## config.mk

```make
export PLATFORM = sky130hd
export DESIGN_NAME = universal_shift_register_flat
export DESIGN_NICKNAME = d
export VERILOG_FILES = /design/src/rtl/universal_shift_register_if.sv /design/src/rtl/universal_shift_register.sv /design/src/flat_wrapper.sv
export SDC_FILE = /design/constraint.sdc
export NUM_CORES = 1
export LEC_CHECK = 0
export ABC_AREA = 1
export CAP_MARGIN = 10
export CORE_UTILIZATION = 51
export DETAILED_ROUTE_END_ITERATION = 10
export PLACE_DENSITY = 0.85
export SETUP_SLACK_MARGIN = 0.02
export SLEW_MARGIN = 20
export SYNTH_ARGS = -nofsm -noshare
export SYNTH_HDL_FRONTEND = slang
export SYNTH_SLANG_ARGS = --single-unit
```

## constraint.sdc

```tcl
create_clock -name clk -period 2.15 [get_ports clk]
set_input_delay 0.3225 -clock clk [delete_from_list [all_inputs] [get_ports clk]]
set_output_delay 0.3225 -clock clk [all_outputs]
set_load 0.05 [all_outputs]
```

## src/rtl/universal_shift_register_if.sv

```systemverilog
// Bus bundle for universal_shift_register: manual-op/burst controls in,
// register contents and burst status out.
interface universal_shift_register_if #(
  parameter int WIDTH   = 8,
  parameter int COUNT_W = 4
);
  logic               en;
  logic [2:0]         mode;
  logic               data;
  logic [WIDTH-1:0]   load_val;
  logic               start;
  logic [COUNT_W-1:0] count;
  logic [WIDTH-1:0]   out;
  logic               ser_out_left;
  logic               ser_out_right;
  logic               busy;
  logic               done;

  // Driver side (controller / bench)
  modport master (
    output en, mode, data, load_val, start, count,
    input  out, ser_out_left, ser_out_right, busy, done
  );

  // Shift register side
  modport slave (
    input  en, mode, data, load_val, start, count,
    output out, ser_out_left, ser_out_right, busy, done
  );
endinterface

```

## src/rtl/universal_shift_register.sv

```systemverilog
// Universal shift register: hold/shift/rotate/ASR/load/clear, plus a burst
// sequencer that repeats one step mode a programmed number of times.
module universal_shift_register #(
  parameter int WIDTH   = 8,
  parameter int COUNT_W = 4
) (
  input  logic                      clk,
  input  logic                      reset,
  universal_shift_register_if.slave bus
);

  typedef enum logic [2:0] {
    OP_HOLD = 3'b000,
    OP_SHL  = 3'b001,
    OP_SHR  = 3'b010,
    OP_ROL  = 3'b011,
    OP_ROR  = 3'b100,
    OP_LOAD = 3'b101,
    OP_ASR  = 3'b110,
    OP_CLR  = 3'b111
  } op_t;

  typedef enum logic {IDLE, BURST} state_t;

  state_t             state_q;
  op_t                mode_q;
  logic [COUNT_W-1:0] rem_q;
  logic [WIDTH-1:0]   out_q, out_d;
  logic               busy_q, done_q;

  op_t  op_sel;
  op_t  mode_in;
  logic start_ok;

  assign mode_in = op_t'(bus.mode);

  // During a burst the latched mode drives the datapath; otherwise the live one.
  assign op_sel = (state_q == BURST) ? mode_q : mode_in;

  // Only shifting/rotating modes with a nonzero count launch a real burst.
  assign start_ok = (bus.count != '0) &&
                    (mode_in inside {OP_SHL, OP_SHR, OP_ROL, OP_ROR, OP_ASR});

  // One-step result of the selected operation applied to the current contents.
  always_comb begin
    out_d = out_q;
    unique case (op_sel)
      OP_HOLD: out_d = out_q;
      OP_SHL:  out_d = {out_q[WIDTH-2:0], bus.data};
      OP_SHR:  out_d = {bus.data, out_q[WIDTH-1:1]};
      OP_ROL:  out_d = {out_q[WIDTH-2:0], out_q[WIDTH-1]};
      OP_ROR:  out_d = {out_q[0], out_q[WIDTH-1:1]};
      OP_LOAD: out_d = bus.load_val;
      OP_ASR:  out_d = {out_q[WIDTH-1], out_q[WIDTH-1:1]};
      OP_CLR:  out_d = '0;
      default: out_d = out_q;
    endcase
  end

  // Control FSM with registered busy/done and the data register.
  always_ff @(posedge clk) begin
    if (reset) begin
      state_q <= IDLE;
      mode_q  <= OP_HOLD;
      rem_q   <= '0;
      out_q   <= '0;
      busy_q  <= 1'b0;
      done_q  <= 1'b0;
    end else begin
      done_q <= 1'b0;
      unique case (state_q)
        IDLE: begin
          if (bus.start) begin
            // start wins over en; the register is untouched on the launch edge
            if (start_ok) begin
              mode_q  <= mode_in;
              rem_q   <= bus.count;
              busy_q  <= 1'b1;
              state_q <= BURST;
            end else begin
              done_q <= 1'b1;
            end
          end else if (bus.en) begin
            out_q <= out_d;
          end
        end
        BURST: begin
          out_q <= out_d;
          rem_q <= rem_q - COUNT_W'(1);
          if (rem_q == COUNT_W'(1)) begin
            busy_q  <= 1'b0;
            done_q  <= 1'b1;
            state_q <= IDLE;
          end
        end
        default: state_q <= IDLE;
      endcase
    end
  end

  assign bus.out           = out_q;
  assign bus.ser_out_left  = out_q[WIDTH-1];
  assign bus.ser_out_right = out_q[0];
  assign bus.busy          = busy_q;
  assign bus.done          = done_q;

endmodule
```

## src/flat_wrapper.sv

```systemverilog
// flat-port wrapper written by rule: the top's interface ports become plain ports
module universal_shift_register_flat 
#(
  parameter int WIDTH   = 8,
  parameter int COUNT_W = 4
)
  (clk, reset, bus_en, bus_mode, bus_data, bus_load_val, bus_start, bus_count, bus_out, bus_ser_out_left, bus_ser_out_right, bus_busy, bus_done);
  universal_shift_register_if #(.WIDTH(WIDTH), .COUNT_W(COUNT_W)) bus_i ();
  input  logic clk;
  input  logic reset;
  input wire logic [$bits(bus_i.en)-1:0] bus_en;
  input wire logic [$bits(bus_i.mode)-1:0] bus_mode;
  input wire logic [$bits(bus_i.data)-1:0] bus_data;
  input wire logic [$bits(bus_i.load_val)-1:0] bus_load_val;
  input wire logic [$bits(bus_i.start)-1:0] bus_start;
  input wire logic [$bits(bus_i.count)-1:0] bus_count;
  output wire logic [$bits(bus_i.out)-1:0] bus_out;
  output wire logic [$bits(bus_i.ser_out_left)-1:0] bus_ser_out_left;
  output wire logic [$bits(bus_i.ser_out_right)-1:0] bus_ser_out_right;
  output wire logic [$bits(bus_i.busy)-1:0] bus_busy;
  output wire logic [$bits(bus_i.done)-1:0] bus_done;
  assign bus_i.en = bus_en;
  assign bus_i.mode = bus_mode;
  assign bus_i.data = bus_data;
  assign bus_i.load_val = bus_load_val;
  assign bus_i.start = bus_start;
  assign bus_i.count = bus_count;
  assign bus_out = bus_i.out;
  assign bus_ser_out_left = bus_i.ser_out_left;
  assign bus_ser_out_right = bus_i.ser_out_right;
  assign bus_busy = bus_i.busy;
  assign bus_done = bus_i.done;
  universal_shift_register #(.WIDTH(WIDTH), .COUNT_W(COUNT_W)) u_core (.clk(clk), .reset(reset), .bus(bus_i));
endmodule
```

# Word-level counts from Yosys, hierarchy flattened
# Cells that the tools add are included.
# W data, S select, Z words.
# word_totals
register_bits,18
in_bits,20
# classes
eq_ne,18
bitwise_logic,1
n_mux,20
addsub,1
reduce_logical,8
# op_table
operator,count
$pmux W8 S8,1
$eq A3 B3 Y1 const B,6
$mux W8,2
$pmux W8 S2,1
$eq A3 B2 Y1 const B,4
$mux W1,9
$mux W4,2
$ne A2 B2 Y1 const B,4
$pmux W4 S2,1
$eq A3 B1 Y1 const B,2
$pmux W1 S2,3
$reduce_and A3 Y1,2
$reduce_bool A5 Y1,1
$eq A4 B1 Y1 const B,1
$reduce_and A2 Y1,2
$reduce_bool A4 Y1,1
$sub A4 B1 Y4 const B,1
$logic_not A3 Y1,1
$mux W3,1
$ne A2 B1 Y1 const B,1
$logic_and A1 B1 Y1,1
$not A1 Y1,1

# Depth between registers and ports, before layout
# logic_depth
word_depth,6
depth_mapped,10
ltp_nobuf,10

# Worst setup path before layout
# Ideal clock, no wire load.
# synth_path
path_type,reg-to-output
start,"register u_core.out_q[0], in the netlist u_core.bus.out[0]"
end,output bus_out[0]
path_buffers,1
t_required_ps,1827
arrival_ps,952
path_slack_ps,876
path_stages_with_launch,2
path_cell_list,dfxtp_1 -> buf_4
# synth_lines
element,line,text
"start, declared",universal_shift_register.sv:28,"logic [WIDTH-1:0] out_q, out_d;"
"start signal, assigned",universal_shift_register.sv:84,out_q <= out_d;
"start signal, assigned",universal_shift_register.sv:88,out_q <= out_d;
"end, declared",flat_wrapper.sv:17,output wire logic [$bits(bus_i.out)-1:0] bus_out;
# No word-level cell between the ends.

# Worst setup path in the final report
# layout_path
start,"register u_core.out_q[0], in the netlist u_core.bus.out[0]"
end,output bus_out[0]
# No word-level cell between the ends.

==> impl_results.md <==
* Initial antenna violation count at 0
* Ports at 32
* Sw frac at 0.395
* Hold WS at a little under 0.5 ns
* Nets at between 200 and 250
* YS warnings at 0
* Total GRT Usage at 0.233
* Core ar. at around 2200 µm²
* Area of the multi-input gates at between 600 and 700 µm²
* Final min period at roughly 1.9 ns
* Die area at 2510 µm²
* Wire length of the first global-routing pass at between 4 and 5 mm
* Final period util at 0.885
* Reg power frac at 0.385
* CP max stage cell: clkdlybuf4s50_1
* Postcts setup bufs at 0
* Top cells by count, synth: nand2_1 (46), nor2_1 (25), inv_1 (21)
* Fin Setup TNS at 0 ns
* Pwr Density at between 600 and 700 nW/µm²
* Syn Inst Count at between 150 and 200
* Setup-failing EPs final at 0
* Number of max-cap violations at 0
* IO Port Bufs at 31
* Maximum clock frequency at 525 MHz
* ANT nets after route at 0
* Post-synth top area cell: dfxtp_1
* Final routed DRC violation total at 0
* Final hold violation count at 0
* Syn avg cell area at roughly 6.4 µm²
* RSZ-0062 raised after global routing: no
* Setup ws final at between 0.2 and 0.25 ns
* CTS tree: yes
* Setup CP Type: reg2out
* CP bufs+invs at 1
* Maximum vdd drop at about 0.00042 V
* CTS clk-pin slew, worst paths at approximately 0.11 ns
* H-tree Lvls at 1
* Post-synthesis sequential area ratio at 0.305
* Worst Hold Class: reg2reg
* Worst-Skew Late Latency at about 0.31 ns
* Max Slew Vio Count at 0
* Async set-reset flop share out of synthesis at 0
* Final Util at 0.696
* P_int at ~0.00062 W
* Post_cts resized at 0
* Critical-path maximum fanout at 5
* Top post-synthesis cells by area: dfxtp_1 (31%), nand2_1 (15%), nor2_1 (8.0%)
* 1st-iter DRT viols at 42
* Layout area overhead at 29.2%
* Worst Tran Pin Value at 0.514 ns
* Starting density of the core at 0.539
* Diodes inserted at 0
* CP max stage delay at about 0.84 ns
* Die W at 50.1 µm
* Status: finished, final reports clean
* CP Launch Type: register
* Clk pwr share at 0.216
* CTS Buffer Depth at 2
* Worst Path Arrival at ~1.6 ns
* Post-synth cell types at 21
* WL final at between 2 and 3 mm
* Worst path top cell family by delay: buffers and inverters
* Main synth FF type: dfxtp_1
* Layout cell share with drive strength beyond 1 at 0.0972
* Number of fill cells at approximately 200
* Pin count of the biggest net entering global routing at 14
* Vias per cell at ~5.3
* Post-synth EDFFs at 0
* CP Capture Type: output port
* Cells along the critical path: clkdlybuf4s50_1
* Post-Syn Nets at around 210
* Die Ht at ~50 µm
* Comb power frac at 0.400
* GRT Residual Overflow at 0
* Clock skew at between 0.002 and 0.003 ns
* CTS Hold Buffers Added at 0
* Post-Syn Area at around 1200 µm²
* Routability cong. at just under 0.9
* Post-DR wirelength/cell at between 10 and 15 µm
* Sink Count at 18
* Number of global-route vias before repair at between 1000 and 1500
* Placement Rows at 17
* Dpl hpwl at ~2.1 mm
* Sw power at between 0.0004 and 0.0005 W
* Flops & latches, synth at 18
* P_leak at 0.673 nW
* Worst slew margin relative to its limit at 0.656
* Register area at between 300 and 400 µm²
* Cell with the most instances after synthesis: nand2_1
* Worst endpoint required time at 1.83 ns
* CTS Buf Count at 3
* Top cell type's share of synthesized area at 0.305
* Root buf cell: clkbuf_4
* Via count at 1296
* First drt pass iteration count at 4
* Post-place setup slack at 0.307 ns
[power groups by stage]
stage | logic (W) | clock network [W] | registers (W)
after global routing | 0.000449 | 0.000236 | 0.000400
after CTS | 0.000410 | 0.000226 | 0.000395
after floorplan | 0.000226 | 0 | 0.000471
final | 0.000410 | 0.000221 | 0.000395
after detailed placement | 0.000409 | 0 | 0.000402
after global placement | 0.000401 | 0 | 0.000401
[layout by cell type (no fill, tap or decap), types with 3 or more instances in the layout]
master,synthesis,final
clkdlybuf4s50_1,0,31
nor2_1,25,25
o21ai_1,3,3
inv_2,3,3
nand2_2,3,3
dfxtp_1,18,18
nand2_4,5,5
a21oi_1,10,10
nand3_1,16,16
inv_1,21,21
o21ai_0,16,16
nand2_1,46,46
nand4_1,6,6
clkbuf_4,0,3
[cell families (layout without fill, tap and decap cells)]
kind of cell	after synthesis	in the layout	synth area share
flip-flops	18	18	0.305
adder cells (fa/ha/maj)	2	2	0.0212
AND/OR/NAND/NOR	104	104	0.413
buffers and inverters	30	61	0.121
AO/OA/AOI/OAI	31	31	0.140
[state kept, by name, indices dropped and copies added (netlist names)]
register,flops
u_core.state_q,1
u_core.bus.done,1
u_core.mode_q,3
u_core.bus.out,8
u_core.bus.busy,1
u_core.rem_q,4
[layer usage]
| metal | up-vias | share of wire | track usage |
|---|---|---|---|
| met3 | 5 | 0.056 | 0.0278 |
| met4 | 0 | 0.020 | 0.119 |
| met5 | - | 0 | 0 |
| met2 | 45 | 0.47 | 0.378 |
| met1 | 589 | 0.45 | 0.300 |
| li1 | 657 | - | - |
[metrics by stage]
stage	cells	power [W]	instance area (µm²)
after floorplan	185	0.000697	1180
after global placement	240	0.000802	1490
after detailed placement	240	0.000811	1490
after CTS	244	0.00103	1520
after global routing	244	0.00109	1520
final	244	0.00103	1520
[cell type report]
| class | instances | share of cell area |
|---|---|---|
| sequential | 18 | 0.236 |
| clock buffer | 4 | 0.0238 |
| tap | 28 | 0.0230 |
| multi-input combinational | 137 | 0.444 |
| inverter | 24 | 0.0591 |
| timing repair buffer | 33 | 0.213 |
[worst paths after layout]
path | from | to | cells past startpoint | slack (ns)
worst min register to register | u_core.mode_q[1]$_SDFFE_PP0P_ | u_core.mode_q[1]$_SDFFE_PP0P_ | 2 | 0.49
worst max-delay path | u_core.bus.out[0]$_SDFFE_PP0P_ | bus_out[0] | 1 | 0.25
worst max register to register | u_core.state_q$_SDFF_PP0_ | u_core.bus.out[6]$_SDFFE_PP0P_ | 9 | 0.60
worst min-delay path | u_core.mode_q[1]$_SDFFE_PP0P_ | u_core.mode_q[1]$_SDFFE_PP0P_ | 2 | 0.49
No activity file was read; power rests on OpenSTA's default activity.
